<file path="config.mk">
export PLATFORM = sky130hd
export DESIGN_NAME = mapper_ctx_sequencer
export DESIGN_NICKNAME = d
export VERILOG_FILES = /design/src/rtl/mapper_ctx_sequencer.sv
export SDC_FILE = /design/constraint.sdc
export NUM_CORES = 1
export LEC_CHECK = 0
export ABC_AREA = 1
export CAP_MARGIN = 0
export CORE_MARGIN = 2
export CORE_UTILIZATION = 31
export CTS_CLUSTER_SIZE = 24
export DETAILED_ROUTE_END_ITERATION = 10
export SLEW_MARGIN = 20
export SYNTH_ARGS = -nofsm -noshare
export SYNTH_HDL_FRONTEND = slang
export SYNTH_SLANG_ARGS = --single-unit
</file>
<file path="constraint.sdc">
create_clock -name i_clk -period 5.3 [get_ports i_clk]
set_input_delay 0.53 -clock i_clk [delete_from_list [all_inputs] [get_ports i_clk]]
set_output_delay 0.53 -clock i_clk [all_outputs]
set_load 0.02 [all_outputs]
</file>
<file path="src/rtl/mapper_ctx_sequencer.sv">
// Shadow-context save/restore sequencer for the 4510 user mapper registers (A,X,Y,Z).
// Save walks the mapper readback select; restore drives the hypervisor user-register load path.
module mapper_ctx_sequencer #(
  parameter int unsigned NUM_CTX = 4,
  parameter int unsigned CW      = 2
) (
  input  logic          i_clk,
  input  logic          i_reset,
  input  logic          i_save_req,
  input  logic          i_restore_req,
  input  logic          i_abort,
  input  logic [CW-1:0] i_ctx_idx,
  input  logic          i_mapper_map,
  input  logic [7:0]    i_map_reg_data,
  output logic [1:0]    o_map_rd_sel,
  output logic          o_hv_load_user_reg,
  output logic [1:0]    o_hv_write_sel,
  output logic [7:0]    o_hv_wdata,
  output logic          o_busy,
  output logic          o_done,
  input  logic [CW-1:0] i_ctx_rd_idx,
  input  logic [1:0]    i_ctx_rd_sel,
  output logic [7:0]    o_ctx_rd_data
);

  typedef enum logic [1:0] {StIdle, StSave, StRestore, StDone} state_e;

  state_e        r_state, w_state_d;
  logic [1:0]    r_cnt, w_cnt_d;
  logic [CW-1:0] r_cur_ctx, w_cur_ctx_d;
  logic          w_capture;
  logic [1:0]    w_sel;
  logic [7:0]    r_shadow [NUM_CTX][4];

  // Registers are walked A first, so the select is the inverted count.
  assign w_sel         = ~r_cnt;
  assign o_ctx_rd_data = r_shadow[i_ctx_rd_idx][i_ctx_rd_sel];

  always_comb begin
    w_state_d          = r_state;
    w_cnt_d            = r_cnt;
    w_cur_ctx_d        = r_cur_ctx;
    w_capture          = 1'b0;
    o_map_rd_sel       = 2'd0;
    o_hv_load_user_reg = 1'b0;
    o_hv_write_sel     = 2'd0;
    o_hv_wdata         = 8'h00;
    o_busy             = 1'b0;
    o_done             = 1'b0;
    unique case (r_state)
      StIdle: begin
        if (i_save_req) begin
          w_state_d   = StSave;
          w_cur_ctx_d = i_ctx_idx;
          w_cnt_d     = 2'd0;
        end else if (i_restore_req) begin
          w_state_d   = StRestore;
          w_cur_ctx_d = i_ctx_idx;
          w_cnt_d     = 2'd0;
        end
      end
      StSave: begin
        o_busy       = 1'b1;
        o_map_rd_sel = w_sel;
        if (i_abort) begin
          w_state_d = StIdle;
        end else begin
          w_capture = 1'b1;
          w_cnt_d   = r_cnt + 2'd1;
          if (r_cnt == 2'd3) w_state_d = StDone;
        end
      end
      StRestore: begin
        o_busy         = 1'b1;
        o_hv_write_sel = w_sel;
        o_hv_wdata     = r_shadow[r_cur_ctx][w_sel];
        if (i_abort) begin
          w_state_d = StIdle;
        end else if (!i_mapper_map) begin
          // Mapper accepts writes only while no MAP instruction is in flight.
          o_hv_load_user_reg = 1'b1;
          w_cnt_d            = r_cnt + 2'd1;
          if (r_cnt == 2'd3) w_state_d = StDone;
        end
      end
      StDone: begin
        o_done    = 1'b1;
        w_state_d = StIdle;
      end
      default: w_state_d = StIdle;
    endcase
  end

  always_ff @(posedge i_clk or posedge i_reset) begin
    if (i_reset) begin
      r_state   <= StIdle;
      r_cnt     <= 2'd0;
      r_cur_ctx <= '0;
    end else begin
      r_state   <= w_state_d;
      r_cnt     <= w_cnt_d;
      r_cur_ctx <= w_cur_ctx_d;
    end
  end

  always_ff @(posedge i_clk or posedge i_reset) begin
    if (i_reset) begin
      for (int c = 0; c < NUM_CTX; c++) begin
        for (int r = 0; r < 4; r++) begin
          r_shadow[c][r] <= 8'h00;
        end
      end
    end else if (w_capture) begin
      r_shadow[r_cur_ctx][w_sel] <= i_map_reg_data;
    end
  end

endmodule

</file>
==> flow_summary_export.csv, run 1 <==
group,metric,value,unit
outcome,status,"completed",
die,die_h,163.3,um
power,power,5.120,mW
detailed_routing,drt-pass1-iter-count,8,
grt,grt_pass1_vias,6927,
run,cap_violations,0,
timing,min_period_over_period,0.7342,
grt,antenna_found_initial,0,
layout,final_nets,1133,
cts,cts_num_sinks,134,
layout,antenna_cells,0,
die,fp-row-count,58,
timing,rsz0062_at_grt,"no",
synth,netlist_instances,1098,
layout,nFillCells,2635,
power,seqPwrFrac,0.332,
power,switching_share,0.4216,
worst_hold_path,hold_path_class,"input port to asynchronous set/reset pin",
power,p_clk_frac,0.246,
power,switchingPower,2.159,mW
grt,track_usage,0.2007,
timing,fmax,257.0,MHz
detailed_routing,wl_per_cell,17.78,um
grt,grt_overflow_total,0,
placement,gp_congestion,0.8680,
placement,dp.cells,1413,
cts,ctsResizeCount,0,
timing,hold_viol_final,0,
synth,syn-num-nets,1128,
die,io_pins,43,
die,start_util,0.3142,
synth,ys_seq_area_frac,0.4262,
timing,max-slew-margin-rel,0.3287,
synth,ys_seq_elements,134,
layout,regArea,3353,um^2
placement,placed_area,8404,um^2
critical_path,worstPathArrival,3360,ps
timing,setup_ws,1409,ps
synth,yosys_warnings,0,
detailed_routing,ant_nets,0,
power,max-vdd-ir-drop,262.6,uV
layout,fin_util,0.3615,
placement,hpwlAfterDp,15830,um
cts,cts_hold_buf,0,
critical_path,max_stage_delay,730,ps
critical_path,ff2ff_setup_slack,2720,ps
critical_path,cp-end-kind,"output pin",
cts,htreeDepth,4,
cts,clk_root_buffer_cell,"clkbuf_16",
detailed_routing,routed_via_density,5.025,
layout,drive_gt1_frac,0.06093,
detailed_routing,postRouteWirelength,25710,um
die,dieArea,26670,um^2
critical_path,required,4770,ps
synth,ys_types,24,
cts,postCtsSetupBuffers,0,
critical_path,slowest_stage,"nor2_2",
die,core_area,25040,um^2
die,die_w,163.3,um
critical_path,critPathMaxFanout,20,
timing,worst_pin_slew,1004,ps
detailed_routing,num_vias,7266,
cts,cts_tree,"built",
critical_path,cpMostUsedCell,"nand2_1",
power,p_leak,4.162,nW
placement,port_buffers,42,
critical_path,path_cells,"buf_4, inv_2, nor2_2, a21oi_1, nand2_1, nand2_1, nand3_1, nand2_1, inv_1, clkdlybuf4s50_1",
timing,fin_hold_ws,479.5,ps
timing,fin_skew,8.700,ps
cts,clk_latency,430,ps
synth,syn_area,7868,um^2
synth,avgSynthCellArea,7.165,um^2
timing,tns,0,ps
timing,setup_viol,0,
cts,numCtsBuffers,17,
power,comb_power_share,0.422,
detailed_routing,initialDrtViolationCount,704,
layout,fin_area,9050,um^2
cts,clk_pin_slew,60,ps
timing,post-route-min-period,3891,ps
detailed_routing,drc,0,
layout,multi_input_comb_area,3714,um^2
layout,syn2layout_area_growth,15.03,%
grt,grt_max_degree,106,
layout,fin_cells,1446,
critical_path,worstSetupPathType,"flop to output pin",
power,cellPowerDensity,565.8,nW/um^2
power,power.internal,2.961,mW
timing,slew_violations,0,
placement,dp_slack,1894,ps
grt,grt_pass1_wl,40280,um
critical_path,cp-start-kind,"flop",
cts,clockBufferDepth,2,
power groups by stage:
stage	registers, mW	logic (mW)	clock network, mW
2_1_floorplan	1.63	1.58	0
3_3_place_gp	1.69	2.11	0
3_5_place_dp	1.70	2.13	0
4_1_cts	1.69	2.15	1.27
5_1_grt	1.74	2.44	1.32
6_report	1.70	2.16	1.26
state kept, by name, summed over array words and instances, names as in the netlist:
| register | count |
|---|---|
| r_state | 2 |
| r_cur_ctx | 2 |
| r_shadow | 128 |
| r_cnt | 2 |
cells by family after synthesis:
group / after synthesis / share of synthesized area
and+or+nand+nor: 518 / 0.2847
DFF: 134 / 0.4262
AOI/OAI and AO/OA: 253 / 0.1714
buffers and inverters: 183 / 0.1018
adders and majority gates: 10 / 0.01590
critical path, delay by kind of cell (launching register included):
kind	cells	cell delay [ps]
DFF	1	320
AOI/OAI and AO/OA	1	150
and+or+nand+nor	5	1140
buffers and inverters	4	1300
placed cells by master, fill, tap and decap left out, types with 4 or more instances in the layout:
cell / instances
o21ai_0: 139
inv_2: 5
dfrtp_1: 134
clkbuf_16: 17
a21oi_1: 74
nand3_1: 88
o21ai_1: 7
nand4_1: 4
nor2_4: 12
o211ai_1: 32
buf_4: 10
inv_1: 111
nand2_1: 311
ha_1: 10
clkdlybuf4s50_1: 40
nor2_1: 94
layer usage:
metal | wire length (um) | vias to the layer above | global-route usage | share of wire
li1 | - | 3546 | - | -
met1 | 11570 | 3382 | 0.2779 | 0.45
met2 | 11510 | 294 | 0.3080 | 0.45
met3 | 1936 | 44 | 0.04342 | 0.075
met4 | 690 | 0 | 0.07321 | 0.027
met5 | 0 | - | 0 | 0
cell type report:
type,count,share of cell area
timing repair buffer,52,0.05613
multi-input combinational,781,0.4103
clock buffer,21,0.05198
clock inverter,11,0.01631
tap,330,0.04562
inverter,117,0.04908
sequential,134,0.3705
cell usage after synthesis:
master      n  area [um^2]
nand4_1     4        25.02
clkbuf_1   21        78.83
inv_2       5        18.77
nand3_1    88        440.4
nand2_1   311         1167
buf_1       7        26.28
nor2_8      2        40.04
nor2_2      2        12.51
buf_2      25        125.1
o21ai_1     7        35.03
nor2_1     94        352.8
dfrtp_1   134         3353
ha_1       10        125.1
nand2_4     1        11.26
a211oi_1    1        7.510
nand3b_1    2        15.01
nand2_8     2        40.04
a21oi_1    74        370.4
buf_4       4        30.03
o21ai_0   139        695.7
buf_6       9        101.4
nor2_4     12        135.1
o211ai_1   32        240.2
inv_1     112        420.4
path summary, 6_finish.rpt:
kind	startpoint	end	cells after the start
max in group asynchronous	i_reset	r_shadow[11]	4
min	i_reset	r_shadow[17]	2
max reg2reg	r_cnt[0]	r_shadow[117]	4
max	r_cur_ctx[1]	o_hv_wdata[7]	10
min reg2reg	r_shadow[100]	r_shadow[100]	2
min in group i_clk	r_shadow[100]	r_shadow[100]	2
Note: power is estimated with default switching activity, not from simulation.
==> run 2: changes to the inputs <==
Clock period 5.3 ns to 3.4 ns, I/O delays scaled along.
==> run 2 against run 1 <==
Effect of this change: register-to-register slack got worse by 1700 ps; hold slack got worse by 53 ps; final cell count rose by 0.69%; wire length rose by 0.84%; sequential share of layout area fell by 0.28 points; core utilization rose by 0.27 points; worst setup slack got worse by 1200 ps; critical path depth fell by 2; combinational power rose by 59%; via count rose by 0.29%; critical path type unchanged; critical endpoint is now o_hv_wdata[5]; highest routed layer unchanged.
==> flow_summary_export.csv, run 2 (same netlist as run 1, synthesis figures left out) <==
group,metric,value,unit
grt,track_usage,0.2034,
grt,grt_pass1_wl,40700,um
grt,grt_overflow_total,0,
timing,setup_viol,0,
power,seqPwrFrac,0.332,
timing,rsz0062_at_grt,"no",
grt,grt_pass1_vias,6710,
critical_path,slowest_stage,"clkdlybuf4s50_1",
timing,post-route-min-period,3226,ps
cts,clk_root_buffer_cell,"clkbuf_16",
critical_path,max_stage_delay,660,ps
layout,drive_gt1_frac,0.07016,
layout,fin_util,0.3642,
power,cellPowerDensity,874.5,nW/um^2
power,switching_share,0.4297,
cts,htreeDepth,4,
timing,max-slew-margin-rel,0.4003,
layout,antenna_cells,0,
detailed_routing,drc,0,
layout,final_common_cell,"nand2_1",
timing,tns,0,ps
timing,worst_pin_slew,898.6,ps
run,cap_violations,0,
die,core_area,25040,um^2
placement,gp_congestion,0.8551,
timing,hold_viol_final,0,
power,p_clk_frac,0.237,
layout,regArea,3353,um^2
cts,cts_hold_buf,0,
grt,antenna_found_initial,0,
detailed_routing,routed_via_density,5.005,
detailed_routing,wl_per_cell,17.81,um
cts,clk_pin_slew,60,ps
layout,fin_area,9119,um^2
timing,fmax,309.9,MHz
placement,hpwlAfterDp,16730,um
critical_path,r2r-start,"r_cnt[0]",
timing,fin_skew,9.331,ps
detailed_routing,drt-pass1-iter-count,5,
layout,final_nets,1143,
cts,postCtsSetupBuffers,0,
die,die_h,163.3,um
power,power,7.975,mW
detailed_routing,initialDrtViolationCount,659,
die,start_util,0.3142,
critical_path,crit_family,"buffers and inverters",
layout,layout_common_cells,"311 x nand2_1, 139 x o21ai_0, 134 x dfrtp_1",
worst_hold_path,hold_path_class,"input port to asynchronous set/reset pin",
layout,fin_cells,1456,
grt,grt_max_degree,62,
critical_path,cp-end-kind,"output pin",
layout,largest_reg_flops,128,
power,p_leak,4.190,nW
power,comb_power_share,0.430,
outcome,status,"completed",
power,max-vdd-ir-drop,430.5,uV
critical_path,crit_start,"r_cur_ctx[0]",
placement,dp.cells,1424,
placement,placed_area,8523,um^2
die,dieArea,26670,um^2
layout,nFillCells,2670,
cts,clockBufferDepth,2,
die,io_pins,43,
critical_path,crit_buf_inv,2,
cts,clk_latency,440,ps
critical_path,cp-start-kind,"flop",
cts,ctsResizeCount,0,
detailed_routing,postRouteWirelength,25930,um
detailed_routing,ant_nets,0,
cts,numCtsBuffers,17,
layout,multi_input_comb_area,3714,um^2
timing,slew_violations,0,
critical_path,required,3060,ps
placement,port_buffers,42,
cts,cts_num_sinks,134,
die,die_w,163.3,um
critical_path,critPathMaxFanout,13,
power,switchingPower,3.427,mW
layout,top_register,"r_shadow",
die,fp-row-count,58,
timing,min_period_over_period,0.9489,
detailed_routing,num_vias,7287,
critical_path,worstSetupPathType,"flop to output pin",
critical_path,path_cells,"inv_2, nand2_1, nor2_1, nor2_1, nand3_1, nand3_1, a21oi_1, clkdlybuf4s50_1",
power,power.internal,4.548,mW
layout,syn2layout_area_growth,15.90,%
critical_path,worstPathArrival,2890,ps
cts,cts_tree,"built",
-- run 2: changes by cell type in the layout (fill, tap and decap cells not counted), sizes merged --
cell      previous run  this run
clkinv               6         4
bufinv               3         2
clkinvlp             1         4
buf                 12        22
clkbuf              21        17
inv                118       122
-- run 2: worst reg2reg max path: stages (launching register included) --
cell and delay, ps:
dfrtp_1 370, inv_1 550, buf_4 270, ha_1 170
nand2_1 180, nor2_4 560, o21ai_0 170
-- run 2: final timing paths --
| kind | slack, ps | depth (start not counted) | endpoint |
|---|---|---|---|
| worst min-delay path | 430 | 2 | r_shadow[103] |
| worst min register to register | 510 | 2 | r_shadow[108] |
| worst max-delay path | 170 | 8 | o_hv_wdata[5] |
| min in group i_clk | 510 | 2 | r_shadow[108] |
| worst max register to register | 980 | 6 | r_shadow[19] |
| max in group asynchronous | 2220 | 3 | r_shadow[93] |
-- run 2: layer usage --
layer,global-route usage,part of all wire
met5,0,0
met4,0.06758,0.026
met3,0.04038,0.063
met2,0.3145,0.45
met1,0.2846,0.46
-- run 2: cell type report --
| cell class | instances | share of cell area |
|---|---|---|
| Sequential cell | 134 | 0.3677 |
| Clock inverter | 15 | 0.01866 |
| Inverter | 117 | 0.04857 |
| Clock buffer | 17 | 0.04665 |
| Multi-Input combinational cell | 781 | 0.4072 |
| Tap cell | 330 | 0.04528 |
| Timing Repair Buffer | 62 | 0.06586 |
-- run 2: metrics by stage --
step                hold slack, ps  setup slack (ps)
floorplan                    469.1              1352
global placement             487.1             652.7
detailed placement           497.8             627.3
CTS                          451.9             145.4
global route                 490.9             42.90
finish                       426.9             173.6
-- run 2: power by group through the flow --
| stage | Combinational, mW | Clock [mW] | Sequential, mW |
|---|---|---|---|
| global placement | 3.38 | 0 | 2.65 |
| finish | 3.43 | 1.89 | 2.65 |
| global route | 3.87 | 1.98 | 2.72 |
| floorplan | 2.47 | 0 | 2.55 |
| detailed placement | 3.41 | 0 | 2.66 |
| CTS | 3.43 | 1.90 | 2.64 |
